--- config.mk ---
export PLATFORM = sky130hd
export DESIGN_NAME = sat_counter
export DESIGN_NICKNAME = d
export VERILOG_FILES = /design/src/rtl/mux_result_checker_sat_counter.sv
export SDC_FILE = /design/constraint.sdc
export NUM_CORES = 1
export LEC_CHECK = 0
export CORE_AREA = 4 4 41 43
export DETAILED_ROUTE_END_ITERATION = 10
export DIE_AREA = 0 0 45 47
export DONT_BUFFER_PORTS = 1
export GPL_TIMING_DRIVEN = 0
export PLACE_DENSITY = 0.58
export SLEW_MARGIN = 20
export SYNTH_ARGS = -nofsm -noshare
export SYNTH_HDL_FRONTEND = slang
export SYNTH_SLANG_ARGS = --single-unit
--- constraint.sdc ---
create_clock -name clk -period 1.3 [get_ports clk]
set_input_delay 0.325 -clock clk [delete_from_list [all_inputs] [get_ports clk]]
set_output_delay 0.325 -clock clk [all_outputs]
set_load 0.1 [all_outputs]
--- src/rtl/mux_result_checker_sat_counter.sv ---
// Increment-enable counter that holds at all-ones; synchronous active-high reset.
module sat_counter #(
  parameter int W = 8
) (
  input  logic         clk,
  input  logic         rst,
  input  logic         inc,
  output logic [W-1:0] count
);

  always_ff @(posedge clk) begin
    if (rst)
      count <= '0;
    else if (inc && (count != '1))
      count <= count + W'(1);
  end

endmodule

After elaboration in Yosys (flattened, before gate mapping)
Index checks and enable logic that the tools add are counted.

Bits in registers: 8. Input port bits: 3. Output and inout bits: 8. Logic and storage cells: 4.

Add/subtract/negate cells: 1. Equal/unequal tests: 1. Reduce and logical (&&, ||, !) cells: 1.

Operators with widths (number): 8-bit by 1-bit adder with 8-bit output (second input constant) (1); 8-bit != test (second input constant) (1); 1-bit logical AND (1).

Longest topological paths before layout
Word-level depth: 2. Gate-level depth with buffers: 4. Gate-level depth less buffers: 4.

Worst setup path before layout
Ideal clock, no wire load.

Kind: register to register. From: register count[0]. To: register count[0]. Library setup time: 0.121 ns. Arrival time: 1.904 ns. Slack: -0.725 ns. Stages on the path, launching flop included: 5. Buffers on the path: 0. Path through: dfxtp_1 > ha_1 > and3_4 > a21boi_4 > mux2_4.

Longest elaborated chain between the ends: 2. Elaborated cells between the ends (all ways): 3.

Ends and longest elaborated chain: from (decl) (RTL line 8) `output logic [W-1:0] count`; from (signal assigned) (RTL line 15) `count <= count + W'(1);`; branches (longest 2 deep; another with 8-bit by 1-bit adder with 8-bit output).

Several ways; the timed one is not identified. A chain may end at the register's enable or synchronous reset.

Final worst setup path
Ends and elaborated chain as after synthesis.

==> results.sh <==
export IMPL_criticalPathCategory="flop to flop"
export IMPL_drt_wl_total_um=967
export IMPL_relSlewSlack=0.764
export IMPL_via_per_inst=5.70
export IMPL_cp_endpoint="count[0]"
export IMPL_worst_setup_path_start_kind="flop"
export IMPL_clk_pin_slew_ns=0.06
export IMPL_gp_congestion=0.700
export IMPL_grt_usage=0.107
export IMPL_ys_warn_count=0
export IMPL_cts_buffers=3
export IMPL_top_register="count"
export IMPL_grt_ovfl_total=0
export IMPL_synthesis_area_sq_um=430
export IMPL_clock_latency_ns=0.25
export IMPL_cts_buffer_depth=2
export IMPL_setup_viol=5
export IMPL_irDropWorstVdd_mv=0.430
export IMPL_synth_cell_types=25
export IMPL_fp_dieH_um=47
export IMPL_synth_net_count=50
export IMPL_area_growth_pct=29.9
export IMPL_drc=0
export IMPL_grt_pass1_vias=356
export IMPL_coreArea_sq_mm=0.00130
export IMPL_antenna_found_initial=0
export IMPL_cts_max_level=1
export IMPL_max_freq_mhz=693
export IMPL_dp_final_hpwl_um=682
export IMPL_dp_cells=61
export IMPL_nFillCells=142
export IMPL_violations="setup timing"
export IMPL_die_x_um=45
export IMPL_final_nets=58
export IMPL_start_util=0.331
export IMPL_cp_startpoint="count[0]"
export IMPL_ios=11
export IMPL_worst_path_dominant_cell_family="flip-flops"
export IMPL_cp_slowest_cell="dfxtp_4"
export IMPL_hold_class="primary input to flop"
export IMPL_finalPower_mw=0.519
export IMPL_drv_cap=0
export IMPL_tightest_slew_ns=0.354
export IMPL_yosysSeqAreaShare=0.372
export IMPL_reg2regPathDepth=4
export IMPL_rsz0062_at_grt="yes"
export IMPL_detailedRoute_firstIterationViolations=1
export IMPL_clockRootBuffer="clkbuf_4"
export IMPL_fin_skew_ns=0.00203
export IMPL_critical_path_buf_inv_count=0
export IMPL_worstPathMaxFanout=6
export IMPL_crit_arrival_ns=1.58
export IMPL_dr_pass1_iters=3
export IMPL_status="complete, but fails checks"
export IMPL_reg2reg_to="count[0]"
export IMPL_largest_register_ffs=8
export IMPL_diodes=0
export IMPL_grt_max_degree=9
export IMPL_critical_path_endpoint_type="flop"
export IMPL_cp_depth=4
export IMPL_vias=382
export IMPL_syn_inst=46
export IMPL_final_hold_violation_count=0
export IMPL_fin_crit_ns=1.44
export IMPL_clock_sinks=8
export IMPL_timing_hold_ws_ns=0.126
export IMPL_slew_violations=0
export IMPL_die_area_sq_mm=0.00212
export IMPL_synth_avg_cell_area_sq_um=9.36
export IMPL_power_density_mw_per_mm2=929
export IMPL_instances_no_fill=67
export IMPL_io_buffers=0
export IMPL_cts_hold_buf=0
export IMPL_fin_crit_sh=1.11
export IMPL_timing_setup_tns_ns=-0.341
export IMPL_p_leak_nw=0.198
export IMPL_r2r_start="count[0]"
export IMPL_ant_nets=0
export IMPL_post_route_worst_setup_slack_ns=-0.143
export IMPL_r2r_setup_slack_ns=-0.14
export IMPL_drive_above_1_share=0.481
export IMPL_wire_per_inst_um=14.4
export IMPL_worstPathCellList="ha_4, and3_4, a21boi_4, mux2_4"
export IMPL_slowest_delay_ns=0.57
export IMPL_ys_ff_latch=8
export IMPL_cts_tree="done"
export IMPL_fp_row_count=13
export IMPL_top_regs="count (8)"
export IMPL_preCtsSetupSlack_ns=-0.143
export IMPL_cp_required_ns=1.44
export IMPL_grt_pass1_wl_mm=1.59
==> what timing repair did <==
action,4_1_cts,5_1_grt
setup buffers,2,1
setup endpoints to repair,6,8
pin swaps,4,4
gates resized for setup,2,4
gates cloned,0,0
==> power by group <==
part / total [mW] / internal (mW) / leakage [nW] / switching [mW]
logic: 0.0300 / 0.0193 / 0.113 / 0.0107
registers: 0.298 / 0.240 / 0.0710 / 0.0576
clock network: 0.192 / 0.106 / 0.0138 / 0.0861
total: 0.519 / 0.365 / 0.198 / 0.154
==> cells by family (layout without fill, tap and decap cells) <==
| family | after synthesis | after routing | synth area share |
|---|---|---|---|
| adders and majority gates | 1 | 1 | 0.0291 |
| DFF | 8 | 8 | 0.372 |
| AOI/OAI and AO/OA | 15 | 15 | 0.259 |
| buffers and inverters | 2 | 8 | 0.0349 |
| and+or+nand+nor | 18 | 18 | 0.247 |
| muxes | 2 | 2 | 0.0581 |
==> synth_stat cells <==
master	count	area (sq um)
dfxtp_1	8	160
a21oi_1	5	25.0
nand2_1	5	18.8
a211oi_1	2	15.0
and4_1	2	17.5
nand3_1	2	10.0
nand4_1	2	12.5
nor3_1	2	10.0
o21bai_1	2	15.0
a21boi_0	1	7.51
a21boi_4	1	18.8
a311oi_1	1	8.76
a31oi_1	1	6.26
and2b_2	1	8.76
and3_4	1	11.3
buf_6	1	11.3
ha_1	1	12.5
inv_1	1	3.75
mux2_4	1	15.0
mux2i_1	1	10.0
nand2b_1	1	6.26
nor2_1	1	3.75
o21ai_1	1	5.00
o311a_1	1	10.0
or3_2	1	7.51
==> how the worst min path moves through the flow <==
| stage | startpoint | end | slack, ns | cells past startpoint |
|---|---|---|---|---|
| after CTS | rst | count[7] | 0.12 | 1 |
| after detailed placement | rst | count[7] | 0.39 | 1 |
| final | rst | count[5] | 0.13 | 1 |
| after floorplan | rst | count[7] | 0.39 | 1 |
| after global placement | rst | count[5] | 0.39 | 1 |
| after global routing | rst | count[5] | 0.11 | 1 |
==> through the flow <==
stage / util / instance area [sq um]
2_1_floorplan: - / 473
3_3_place_gp: 0.378 / 492
3_5_place_dp: 0.378 / 492
4_1_cts: 0.413 / 538
5_1_grt: 0.430 / 559
6_report: 0.430 / 559
==> routing by layer <==
metal | vias to the layer above | share of wire | track usage
li1 | 195 | - | -
met1 | 174 | 0.42 | 0.120
met2 | 9 | 0.49 | 0.158
met4 | 0 | 0.019 | 0.0877
met3 | 4 | 0.072 | 0.0460
met5 | - | 0 | 0
==> cells in the final DEF (no fill, tap or decap) <==
cell,count
clkbuf_4,3
mux2i_1,1
nand3_2,1
o21bai_1,2
buf_6,1
nand2_1,5
a311oi_1,1
buf_4,3
ha_4,1
a31oi_1,1
dfxtp_4,8
a21boi_4,1
a211oi_2,2
and3_4,1
and2b_2,1
inv_1,1
or3_4,1
and4_1,2
nor3_1,2
a21boi_1,1
mux2_4,1
nand3_1,1
a21oi_1,5
o21ai_2,1
nand4_1,2
nand2b_1,1
o311a_1,1
nor2_1,1
==> final cells by class <==
| cell class | count | area (sq um) | area share |
|---|---|---|---|
| Timing Repair Buffer | 3 | 22.5 | 0.0403 |
| Multi-Input combinational cell | 36 | 290 | 0.519 |
| Buffer | 1 | 11.3 | 0.0201 |
| Sequential cell | 8 | 190 | 0.340 |
| Tap cell | 15 | 18.8 | 0.0336 |
| Clock buffer | 3 | 22.5 | 0.0403 |
| Inverter | 1 | 3.75 | 0.00671 |
Power figures use the tool's default switching activity.
